$ cat src/rtl/rf_write_arbiter.sv
// rtl/rf_write_arbiter.sv - round-robin arbiter sharing the register-file write port among ALU, load unit and debug
// Grants are combinational from the valids and ptr_q; the write-port outputs are registered.
module rf_write_arbiter #(
   parameter int DATA_W = 32,
   parameter int ADDR_W = 5
) (
   input  logic                     clk,
   input  logic                     rst,
   input  logic                     alu_valid,
   input  logic [ADDR_W-1:0]        alu_rd,
   input  logic [DATA_W-1:0]        alu_wd,
   output logic                     alu_ready,
   input  logic                     mem_valid,
   input  logic [ADDR_W-1:0]        mem_rd,
   input  logic [DATA_W-1:0]        mem_wd,
   output logic                     mem_ready,
   input  logic                     dbg_valid,
   input  logic [ADDR_W-1:0]        dbg_rd,
   input  logic [DATA_W-1:0]        dbg_wd,
   output logic                     dbg_ready,
   output logic                     rf_we,
   output logic [ADDR_W-1:0]        rf_rd,
   output logic [DATA_W-1:0]        rf_wd,
   output logic [(1<<ADDR_W)-1:0]   pending
);

   localparam int NREQ = 3;

   logic [1:0]        ptr_q, ptr_d;
   logic [3:0]        req_valid;
   logic [2:0]        grant;
   logic [1:0]        gnt_idx;
   logic              gnt_any;
   logic [ADDR_W-1:0] sel_rd;
   logic [DATA_W-1:0] sel_wd;
   logic              rf_we_q;
   logic [ADDR_W-1:0] rf_rd_q;
   logic [DATA_W-1:0] rf_wd_q;

   // Bit 3 is a constant-zero pad so a 2-bit candidate index never selects out of range.
   assign req_valid = {1'b0, dbg_valid, mem_valid, alu_valid};

   always_comb begin
      int   c;
      logic [1:0] cand;
      grant   = '0;
      gnt_idx = 2'd0;
      gnt_any = 1'b0;
      c       = 0;
      cand    = 2'd0;
      for (int k = 0; k < NREQ; k++) begin
         c = int'(ptr_q) + k;
         if (c >= NREQ) begin
            c = c - NREQ;
         end
         cand = 2'(c);
         if (!gnt_any && !rst && req_valid[cand]) begin
            gnt_any = 1'b1;
            gnt_idx = cand;
         end
      end
      if (gnt_any) begin
         case (gnt_idx)
            2'd1:    grant = 3'b010;
            2'd2:    grant = 3'b100;
            default: grant = 3'b001;
         endcase
      end
   end

   assign alu_ready = grant[0];
   assign mem_ready = grant[1];
   assign dbg_ready = grant[2];

   always_comb begin
      sel_rd = alu_rd;
      sel_wd = alu_wd;
      case (gnt_idx)
         2'd1: begin
            sel_rd = mem_rd;
            sel_wd = mem_wd;
         end
         2'd2: begin
            sel_rd = dbg_rd;
            sel_wd = dbg_wd;
         end
         default: begin
            sel_rd = alu_rd;
            sel_wd = alu_wd;
         end
      endcase
   end

   always_comb begin
      ptr_d = ptr_q;
      if (gnt_any) begin
         ptr_d = (gnt_idx == 2'd2) ? 2'd0 : gnt_idx + 2'd1;
      end
   end

   always_ff @(posedge clk) begin
      if (rst) begin
         ptr_q   <= 2'd0;
         rf_we_q <= 1'b0;
         rf_rd_q <= '0;
         rf_wd_q <= '0;
      end else begin
         ptr_q   <= ptr_d;
         rf_we_q <= gnt_any && (sel_rd != '0);
         if (gnt_any) begin
            rf_rd_q <= sel_rd;
            rf_wd_q <= sel_wd;
         end
      end
   end

   // A write staged before reset is dropped in the reset cycle itself, so reg_file never commits it.
   assign rf_we = rf_we_q && !rst;
   assign rf_rd = rf_rd_q;
   assign rf_wd = rf_wd_q;

   always_comb begin
      pending = '0;
      if (alu_valid) pending[alu_rd] = 1'b1;
      if (mem_valid) pending[mem_rd] = 1'b1;
      if (dbg_valid) pending[dbg_rd] = 1'b1;
      if (rf_we)     pending[rf_rd_q] = 1'b1;
      pending[0] = 1'b0;
   end

endmodule
$ cat config.mk
export PLATFORM = sky130hd
export DESIGN_NAME = rf_write_arbiter
export DESIGN_NICKNAME = d
export VERILOG_FILES = /design/src/rtl/rf_write_arbiter.sv
export SDC_FILE = /design/constraint.sdc
export NUM_CORES = 1
export LEC_CHECK = 0
export ABC_CLOCK_PERIOD_IN_PS = 6100
export CAP_MARGIN = 20
export CORE_MARGIN = 1
export CORE_UTILIZATION = 43
export DETAILED_ROUTE_END_ITERATION = 8
export PLACE_DENSITY = 0.86
export REMOVE_ABC_BUFFERS = 1
export SYNTH_ARGS = -nofsm -noshare
export SYNTH_HDL_FRONTEND = slang
export SYNTH_SLANG_ARGS = --single-unit
$ cat constraint.sdc
create_clock -name clk -period 6.1 [get_ports clk]
set_input_delay 0.61 -clock clk [delete_from_list [all_inputs] [get_ports clk]]
set_output_delay 0.61 -clock clk [all_outputs]
set_load 0.03 [all_outputs]
==> results.yml, run 1 <==
sta:
  period_share_pct: 72.1
  relSlewSlack_pct: 19.2
  layout_setup_ws_ns: 1.70
  min_period_ns: 4.40
  worst_pin_slew_ns: 1.21
  fmax_ghz: 0.227
  drv_slew: 0
  hold_violations: 0
  skew_ns: 0.00482
  tns_ns: 0
  grt_setup_unrepaired: "false"
  setup_viol: 0
worst_setup_path:
  crit_path_end_kind: "output pin"
  critPathMaxStageDelay_ns: 0.70
  cp_num_buf_inv: 2
  cp.arrival_ns: 3.79
  worstRegToRegCells: 11
  path_common_cell: "clkdlybuf4s50_1"
  critPathTopFamily: "buffers and inverters"
  cp_cell_sequence: "clkdlybuf4s50_1 -> or2_2 -> o22ai_1 -> nor4_1 -> a221oi_1 -> ha_2 -> nor2_1 -> clkdlybuf4s50_1"
  cp-start-kind: "input pin"
  cp.required_ns: 5.49
  worstPathMaxFanout: 14
  r2r_slack_ns: 2.45
  cp_slowest_cell: "clkdlybuf4s50_1"
  rr_startpoint: "ptr_q[0]"
  reg2reg_to: "rf_we_q"
  worstSetupPathType: "input pin to output pin"
power:
  ir_drop_uv: 307
  finalPower_uw: 2580
  pwr_density_cell_nw_per_um2: 484
  p_leak_uw: 0.00200
clock_tree:
  cts_resized: 0
  clkTransAtPathRegs_ns: 0.07
  cts-root-buf: "clkbuf_8"
  cts_max_level: 2
  cts_setup_buffers: 0
  clock_latency_ns: 0.29
  cts_tree: "yes"
  cts_buffers: 5
  postCtsHoldBufs: 0
  cts_sinks: 40
  max-clock-path-buffers: 2
detailed_routing:
  drcViolationCount: 0
  wirelength_um: 13000
  dr_wl_met3_um: 1060
  drt-pass1-iter-count: 5
  vias_per_cell: 5.95
  drtIter0Drc: 211
  wl_per_cell_um: 18.1
  met1_length_um: 4590
  ant_nets: 0
  met2_length_um: 6800
  top_layer: "met4"
  vias: 4246
grt:
  grt_max_degree: 75
  grt_usage_pct: 31.4
  grt_pass1_vias: 4258
  overflow: 0
  antenna_found_initial: 0
  grt_pass1_wl_um: 20900
layout:
  multi_input_area_um2: 2410
  seq_area_um2: 801
  nNetsFinal: 739
  drive_gt1_share_pct: 3.74
  nFillCells: 604
  diodes: 0
  syn2layout_area_growth_pct: 57.7
synthesis:
  ys.flop_type: "dfxtp_1"
  synthDistinctLibCells: 40
  synth_edf_count: 0
  ys_seq_area_share_pct: 23.6
  async_reset_ff_share_pct: 0
  synth.largest_area_cell: "dfxtp_1"
  netlist_area_um2: 3390
  yosysWarnings: 0
  synth.area.top_cells: "dfxtp_1, mux2i_1, a22oi_1"
  synth_top_cell_area_share_pct: 23.6
  avgSynthCellArea_um2: 7.46
  ys_ff_latch: 40
  postSynthCellCount: 454
floorplan:
  io_pins: 189
  die_h_um: 90.8
  dieWidth_um: 90.8
  rows: 31
  die-area_um2: 8240
  coreArea_um2: 7450
  start_util_pct: 45.5
placement:
  port_buffers: 187
  dpl.hpwl_um: 9630
  globalplace.congestion: 0.965
  place_ws_ns: 1.70
status:
  status: "completed"
flow_run:
  maxCapViolCount: 0
hold_path:
  hold_class: "register to register"
  worstHoldStart: "rf_wd[10]"
  min_to: "rf_wd[10]"
  min_path_cells: 2
==> logic make-up (layout without fill, tap and decap cells) <==
group                      Yosys count  count (layout)  share of synthesized area, %
other                                1               1                         0.111
and+or+nand+nor                    155             155                          22.8
muxes                               42              42                          12.6
buffers and inverters               42             203                          5.28
AOI/OAI and AO/OA                  166             166                          32.6
DFF                                 40              40                          23.6
adders and majority gates            8               8                          2.96
==> synth_stat cells (6+ instances only) <==
master and number:
a21oi_1 22, o21ai_0 53, and3b_1 10, nor2_1 13, o211ai_1 12, dfxtp_1 40, a22o_1 19, nand2_1 87
ha_1 8, nand3b_1 7, nor3b_1 12, nor2b_1 6, a22oi_1 49, clkbuf_1 27, mux2i_1 37, and3_1 6
==> state kept, by name (all words and copies together), names as in the netlist <==
signal / flops
rf_rd: 5
ptr_q: 2
rf_we_q: 1
rf_wd: 32
==> worst min-delay path, stage by stage (launching register included) <==
cell     delay [ns]
dfxtp_1        0.31
nand2_1        0.05
mux2i_1        0.05
==> report_power, final <==
group | switching (µW) | internal [µW] | leakage (µW)
clock network | 90.7 | 77.8 | 0.0000410
registers | 99.5 | 410 | 0.000336
logic | 1120 | 789 | 0.00162
==> how the worst max path moves through the flow <==
stage,depth (start not counted),from,to
2_1_floorplan,8,ptr_q[0],alu_ready
3_3_place_gp,8,rst,alu_ready
3_5_place_dp,8,rst,alu_ready
4_1_cts,8,rst,alu_ready
5_1_grt,8,rst,alu_ready
6_report,8,rst,alu_ready
==> metal layers <==
metal  GRT usage, %  vias to the layer above
met1           32.5                     1947
met4           16.9                        0
met3           7.49                       47
li1               -                     2005
met5              0                        -
met2           58.0                      247
==> layout by cell type, fill, tap and decap left out, types with 5 or more instances in the layout <==
| master | count |
|---|---|
| nor2_1 | 13 |
| nor3b_1 | 12 |
| o211ai_1 | 12 |
| clkbuf_8 | 5 |
| a22oi_1 | 49 |
| dfxtp_1 | 40 |
| and3_1 | 6 |
| nor2b_1 | 6 |
| o21ai_0 | 53 |
| a21oi_1 | 22 |
| ha_1 | 7 |
| and3b_1 | 10 |
| clkdlybuf4s50_1 | 187 |
| mux2i_1 | 37 |
| buf_4 | 6 |
| nand3b_1 | 7 |
| nand2_1 | 87 |
| nor3_1 | 5 |
| a22o_1 | 19 |
==> layout make-up <==
cell class	count	area share, %
Multi-Input combinational cell	372	45.1
Sequential cell	40	15.0
Clock buffer	6	1.36
Inverter	3	0.211
Timing Repair Buffer	193	35.9
Clock inverter	1	0.0937
Tap cell	99	2.32
==> per-stage QoR <==
stage               std cells  hold WS (ns)  instance area, µm²  util, %
floorplan                 415         0.587                3220        -
global placement          707         0.445                5260     70.7
detailed placement        707         0.454                5260     70.7
CTS                       714         0.468                5340     71.7
global route              714         0.487                5340     71.7
finish                    714         0.463                5340     71.7
Power figures use the tool's default switching activity.
==> inputs of run 2 (changes only) <==
--- a/config.mk
+++ b/config.mk
@@ -5,12 +5,12 @@
 export SDC_FILE = /design/constraint.sdc
 export NUM_CORES = 1
 export LEC_CHECK = 0
-export ABC_CLOCK_PERIOD_IN_PS = 6100
+export ABC_CLOCK_PERIOD_IN_PS = 3800
 export CAP_MARGIN = 20
 export CORE_MARGIN = 1
-export CORE_UTILIZATION = 43
+export CORE_UTILIZATION = 36
 export DETAILED_ROUTE_END_ITERATION = 8
-export PLACE_DENSITY = 0.86
+export PLACE_DENSITY = 0.77
 export REMOVE_ABC_BUFFERS = 1
 export SYNTH_ARGS = -nofsm -noshare
 export SYNTH_HDL_FRONTEND = slang
==> constraint.sdc (replaced) <==
create_clock -name clk -period 3.8 [get_ports clk]
set_input_delay 0.38 -clock clk [delete_from_list [all_inputs] [get_ports clk]]
set_output_delay 0.38 -clock clk [all_outputs]
set_load 0.03 [all_outputs]
==> results.yml, run 2 (synthesis results as in run 1) <==
worst_setup_path:
  r2r_slack_ns: 0.53
  cp_slowest_cell: "clkdlybuf4s50_1"
  worstPathMaxFanout: 8
  cp.arrival_ns: 3.09
  cp_cell_sequence: "clkdlybuf4s50_1 -> buf_4 -> nor2b_1 -> or3b_2 -> o21ai_0 -> clkdlybuf4s50_1"
  critPathTopFamily: "buffers and inverters"
  worstSetupPathType: "input pin to output pin"
  cp_num_buf_inv: 3
  cp.required_ns: 3.42
  critPathMaxStageDelay_ns: 0.73
  cp-start-kind: "input pin"
  path_common_cell: "clkdlybuf4s50_1"
  crit_path_end_kind: "output pin"
grt:
  antenna_found_initial: 0
  overflow: 0
  grt_usage_pct: 24.6
  grt_pass1_wl_um: 19500
  grt_pass1_vias: 4028
  grt_max_degree: 75
placement:
  globalplace.congestion: 0.917
  dpl.hpwl_um: 9240
  dp.cells: 725
  port_buffers: 187
sta:
  setup_viol: 0
  period_share_pct: 91.3
  skew_ns: 0.00497
  hold_violations: 0
  min_period_ns: 3.47
  worst_pin_slew_ns: 0.792
  tns_ns: 0
  relSlewSlack_pct: 47.0
  fmax_ghz: 0.288
  grt_setup_unrepaired: "false"
  drv_slew: 0
floorplan:
  io_pins: 189
  die-area_um2: 9800
  die_h_um: 99.0
  rows: 35
  dieWidth_um: 99.0
  coreArea_um2: 9200
  start_util_pct: 36.8
clock_tree:
  cts_max_level: 2
  cts-root-buf: "clkbuf_8"
  clkTransAtPathRegs_ns: 0.08
  cts_buffers: 5
  clock_latency_ns: 0.29
  cts_sinks: 40
  max-clock-path-buffers: 2
  cts_tree: "yes"
  cts_setup_buffers: 0
layout:
  mostFrequentLayoutCells: "clkdlybuf4s50_1, nand2_1, o21ai_0"
  diodes: 0
  stdcell_count: 733
  final_common_cell: "clkdlybuf4s50_1"
  largest_reg_flops: 32
  syn2layout_area_growth_pct: 61.2
  nNetsFinal: 745
  drive_gt1_share_pct: 5.63
power:
  p_comb_share_pct: 72.4
  finalPower_uw: 4200
  p_leak_uw: 0.00205
  pwr_density_cell_nw_per_um2: 770
  power_frac_clock_pct: 8.2
  ir_drop_uv: 511
  internal_power_uw: 2140
  p_sw_share_pct: 49.0
  switching_power_uw: 2060
  seqPwrFrac_pct: 19.5
detailed_routing:
  vias_per_cell: 5.76
  drcViolationCount: 0
  ant_nets: 0
  drt-pass1-iter-count: 5
  vias: 4225
  wl_per_cell_um: 17.0
  drtIter0Drc: 190
  wirelength_um: 12400
hold_path:
  hold_class: "register to register"
status:
  status: "completed"
flow_run:
  maxCapViolCount: 0
run 2: cell type report:
class | count | area, µm²
Timing Repair Buffer | 199 | 1960
Sequential cell | 40 | 801
Multi-Input combinational cell | 372 | 2440
Inverter | 3 | 11.3
Clock buffer | 5 | 68.8
Tap cell | 111 | 139
Clock inverter | 3 | 42.5
Fill cell | 837 | 3740
run 2: metal layers:
| layer | GRT usage, % | vias up | wire, µm |
|---|---|---|---|
| met4 | 8.73 | 0 | 219 |
| met3 | 5.25 | 27 | 1260 |
| met1 | 29.9 | 1947 | 4990 |
| met2 | 42.8 | 242 | 5960 |
| li1 | - | 2009 | - |
| met5 | 0 | - | 0 |
run 2: repair_timing:
action / CTS / global route
hold buffers: 0 / 0
gates cloned: 0 / 0
gates resized for setup: 2 / 4
pin swaps: 0 / 0
endpoints found under the setup margin: 2 / 7
run 2: through the flow:
| stage | setup WS (ns) | hold WS [ns] | area, µm² | utilization, % |
|---|---|---|---|---|
| 2_1_floorplan | -0.00830 | 0.571 | 3220 | - |
| 5_1_grt | 0.0771 | 0.489 | 5460 | 59.4 |
| 6_report | 0.330 | 0.463 | 5460 | 59.4 |
| 4_1_cts | 0.151 | 0.471 | 5430 | 59.0 |
| 3_5_place_dp | 0.0900 | 0.458 | 5320 | 57.8 |
| 3_3_place_gp | 0.273 | 0.444 | 5320 | 57.8 |
run 2: path summary, 6_finish.rpt:
| check | from | endpoint | cells after the start |
|---|---|---|---|
| min | rf_wd[1] | rf_wd[1] | 2 |
| max | rst | pending[12] | 6 |
| min reg2reg | rf_wd[1] | rf_wd[1] | 2 |
| max reg2reg | ptr_q[0] | rf_we_q | 11 |
run 2: power groups by stage:
stage	Sequential, µW	Clock [µW]	Combinational [µW]
5_1_grt	842	375	3320
3_5_place_dp	824	0	3020
6_report	818	344	3040
3_3_place_gp	814	0	2960
2_1_floorplan	1160	0	1670
4_1_cts	817	358	3020
run 2: worst register-to-register path: cells and delay by family (launching register included):
family	cells	cell delay [ns]
and+or+nand+nor	2	0.59
muxes	1	0.32
adders and majority gates	2	0.81
buffers and inverters	2	0.46
AOI/OAI and AO/OA	4	0.58
DFF	1	0.37
==> inputs of run 3 (changes only) <==
--- a/config.mk
+++ b/config.mk
@@ -8,10 +8,12 @@
 export ABC_CLOCK_PERIOD_IN_PS = 3800
 export CAP_MARGIN = 20
 export CORE_MARGIN = 1
-export CORE_UTILIZATION = 36
+export CORE_UTILIZATION = 58
 export DETAILED_ROUTE_END_ITERATION = 8
-export PLACE_DENSITY = 0.77
+export DONT_BUFFER_PORTS = 1
+export PLACE_DENSITY = 0.74
 export REMOVE_ABC_BUFFERS = 1
+export SKIP_CTS_REPAIR_TIMING = 1
 export SYNTH_ARGS = -nofsm -noshare
 export SYNTH_HDL_FRONTEND = slang
 export SYNTH_SLANG_ARGS = --single-unit
==> results.yml, run 3 (synthesis results as in run 1) <==
grt:
  grt_pass1_wl_um: 15600
  grt_busiest_layer: "met2"
  grt_pass1_vias: 3225
  grt_use_met3_pct: 7.09
  met1_usage_pct: 37.9
  grt_max_degree: 36
  overflow: 0
  antenna_found_initial: 0
  grt_use_met2_pct: 56.3
  grt_usage_pct: 32.1
detailed_routing:
  ant_nets: 0
  wirelength_um: 10100
  wl_per_cell_um: 19.2
  drtIter0Drc: 362
  drt-pass1-iter-count: 5
  vias_per_cell: 6.82
  vias: 3585
  drcViolationCount: 0
placement:
  post_dp_cell_area_um2: 3540
  dpl.hpwl_um: 7420
  globalplace.congestion: 0.965
  port_buffers: 0
  place_ws_ns: 0.387
layout:
  nFillCells: 485
  fin_area_um2: 3660
  drive_gt1_share_pct: 11.0
  nNetsFinal: 577
  largest_reg_flops: 32
  syn2layout_area_growth_pct: 8.02
  diodes: 0
  final_common_cell: "nand2_1"
  mostFrequentLayoutCells: "nand2_1, o21ai_0, a22oi_1"
clock_tree:
  cts_buffers: 5
  cts-root-buf: "clkbuf_8"
  max-clock-path-buffers: 2
  cts_tree: "yes"
  clock_latency_ns: 0.28
  cts_sinks: 40
  cts_max_level: 2
  clkTransAtPathRegs_ns: 0.08
sta:
  drv_slew: 0
  hold_violations: 0
  layout_setup_ws_ns: 0.245
  min_period_ns: 3.55
  period_share_pct: 93.5
  tns_ns: 0
  skew_ns: 0.00598
  relSlewSlack_pct: 25.9
  setup_viol: 0
  fin_hold_ws_ns: 0.285
  grt_setup_unrepaired: "false"
  fmax_ghz: 0.281
  worst_pin_slew_ns: 1.11
worst_setup_path:
  cp.arrival_ns: 3.17
  cp_slowest_cell: "a221oi_1"
  crit_path_end_kind: "output pin"
  critPathLaunch: "ptr_q[0]"
  rr_startpoint: "ptr_q[0]"
  critPathMaxStageDelay_ns: 0.47
  cp-start-kind: "register"
  worstPathMaxFanout: 23
  reg2reg_to: "rf_we_q"
  cp_cell_sequence: "inv_1 -> ha_1 -> mux2i_1 -> o31ai_2 -> nor4_2 -> a221oi_1 -> ha_1 -> buf_4 -> nor2b_1 -> buf_4"
  crit_end: "mem_ready"
  cp.required_ns: 3.42
  worstRegToRegCells: 12
  r2r_slack_ns: 0.47
  worstSetupPathType: "register to output pin"
floorplan:
  rows: 27
  io_pins: 189
  start_util_pct: 60.8
  coreArea_um2: 5570
  die-area_um2: 6150
  die_h_um: 78.4
  dieWidth_um: 78.4
hold_path:
  hold_class: "input pin to register"
flow_run:
  maxCapViolCount: 0
power:
  p_leak_uw: 0.00144
  ir_drop_uv: 746
  pwr_density_cell_nw_per_um2: 1000
status:
  status: "completed"
[run 3: how the worst min path moves through the flow]
stage | cells after the start | startpoint | end | slack, ns
global placement | 2 | alu_wd[29] | rf_wd[29] | 0.58
CTS | 2 | alu_wd[30] | rf_wd[30] | 0.28
finish | 2 | alu_wd[30] | rf_wd[30] | 0.29
floorplan | 2 | alu_wd[0] | rf_wd[0] | 0.57
global route | 2 | alu_wd[1] | rf_wd[1] | 0.29
detailed placement | 2 | alu_wd[30] | rf_wd[30] | 0.58
[run 3: per-stage QoR]
step	power (µW)	std cells	util, %
floorplan	2830	415	-
global placement	3260	518	63.6
detailed placement	3320	518	63.6
CTS	3660	526	65.5
global route	3970	526	65.6
finish	3660	526	65.6
[run 3: layout make-up]
class	count	area (µm²)	share of cell area (%)
Inverter	3	11.3	0.308
Clock buffer	6	72.6	1.98
Tap cell	72	90.1	2.46
Multi-Input combinational cell	372	2420	66.0
Sequential cell	40	801	21.9
Timing Repair Buffer	31	233	6.36
Clock inverter	2	35.0	0.958
[run 3: routing by layer]
| layer | wire length (µm) | up-vias | part of all wire (%) |
|---|---|---|---|
| met1 | 3820 | 1648 | 38 |
| met3 | 1040 | 21 | 10 |
| met4 | 171 | 0 | 1.7 |
| li1 | - | 1677 | - |
| met5 | 0 | - | 0 |
| met2 | 5080 | 239 | 50 |
[run 3: critical path: cells and delay by family, from the launching register on]
kind / cells / cell delay [ns]
AND/OR/NAND/NOR: 2 / 0.29
multiplexers: 1 / 0.17
flip-flops: 1 / 0.37
buffers and inverters: 3 / 0.52
AO/OA/AOI/OAI: 2 / 0.86
adder cells (fa/ha/maj): 2 / 0.70
[run 3: power by group]
group          total [µW]  internal (µW)  switching [µW]
Combinational        2100            875            1230
Sequential           1220            657             566
Clock                 334            195             139
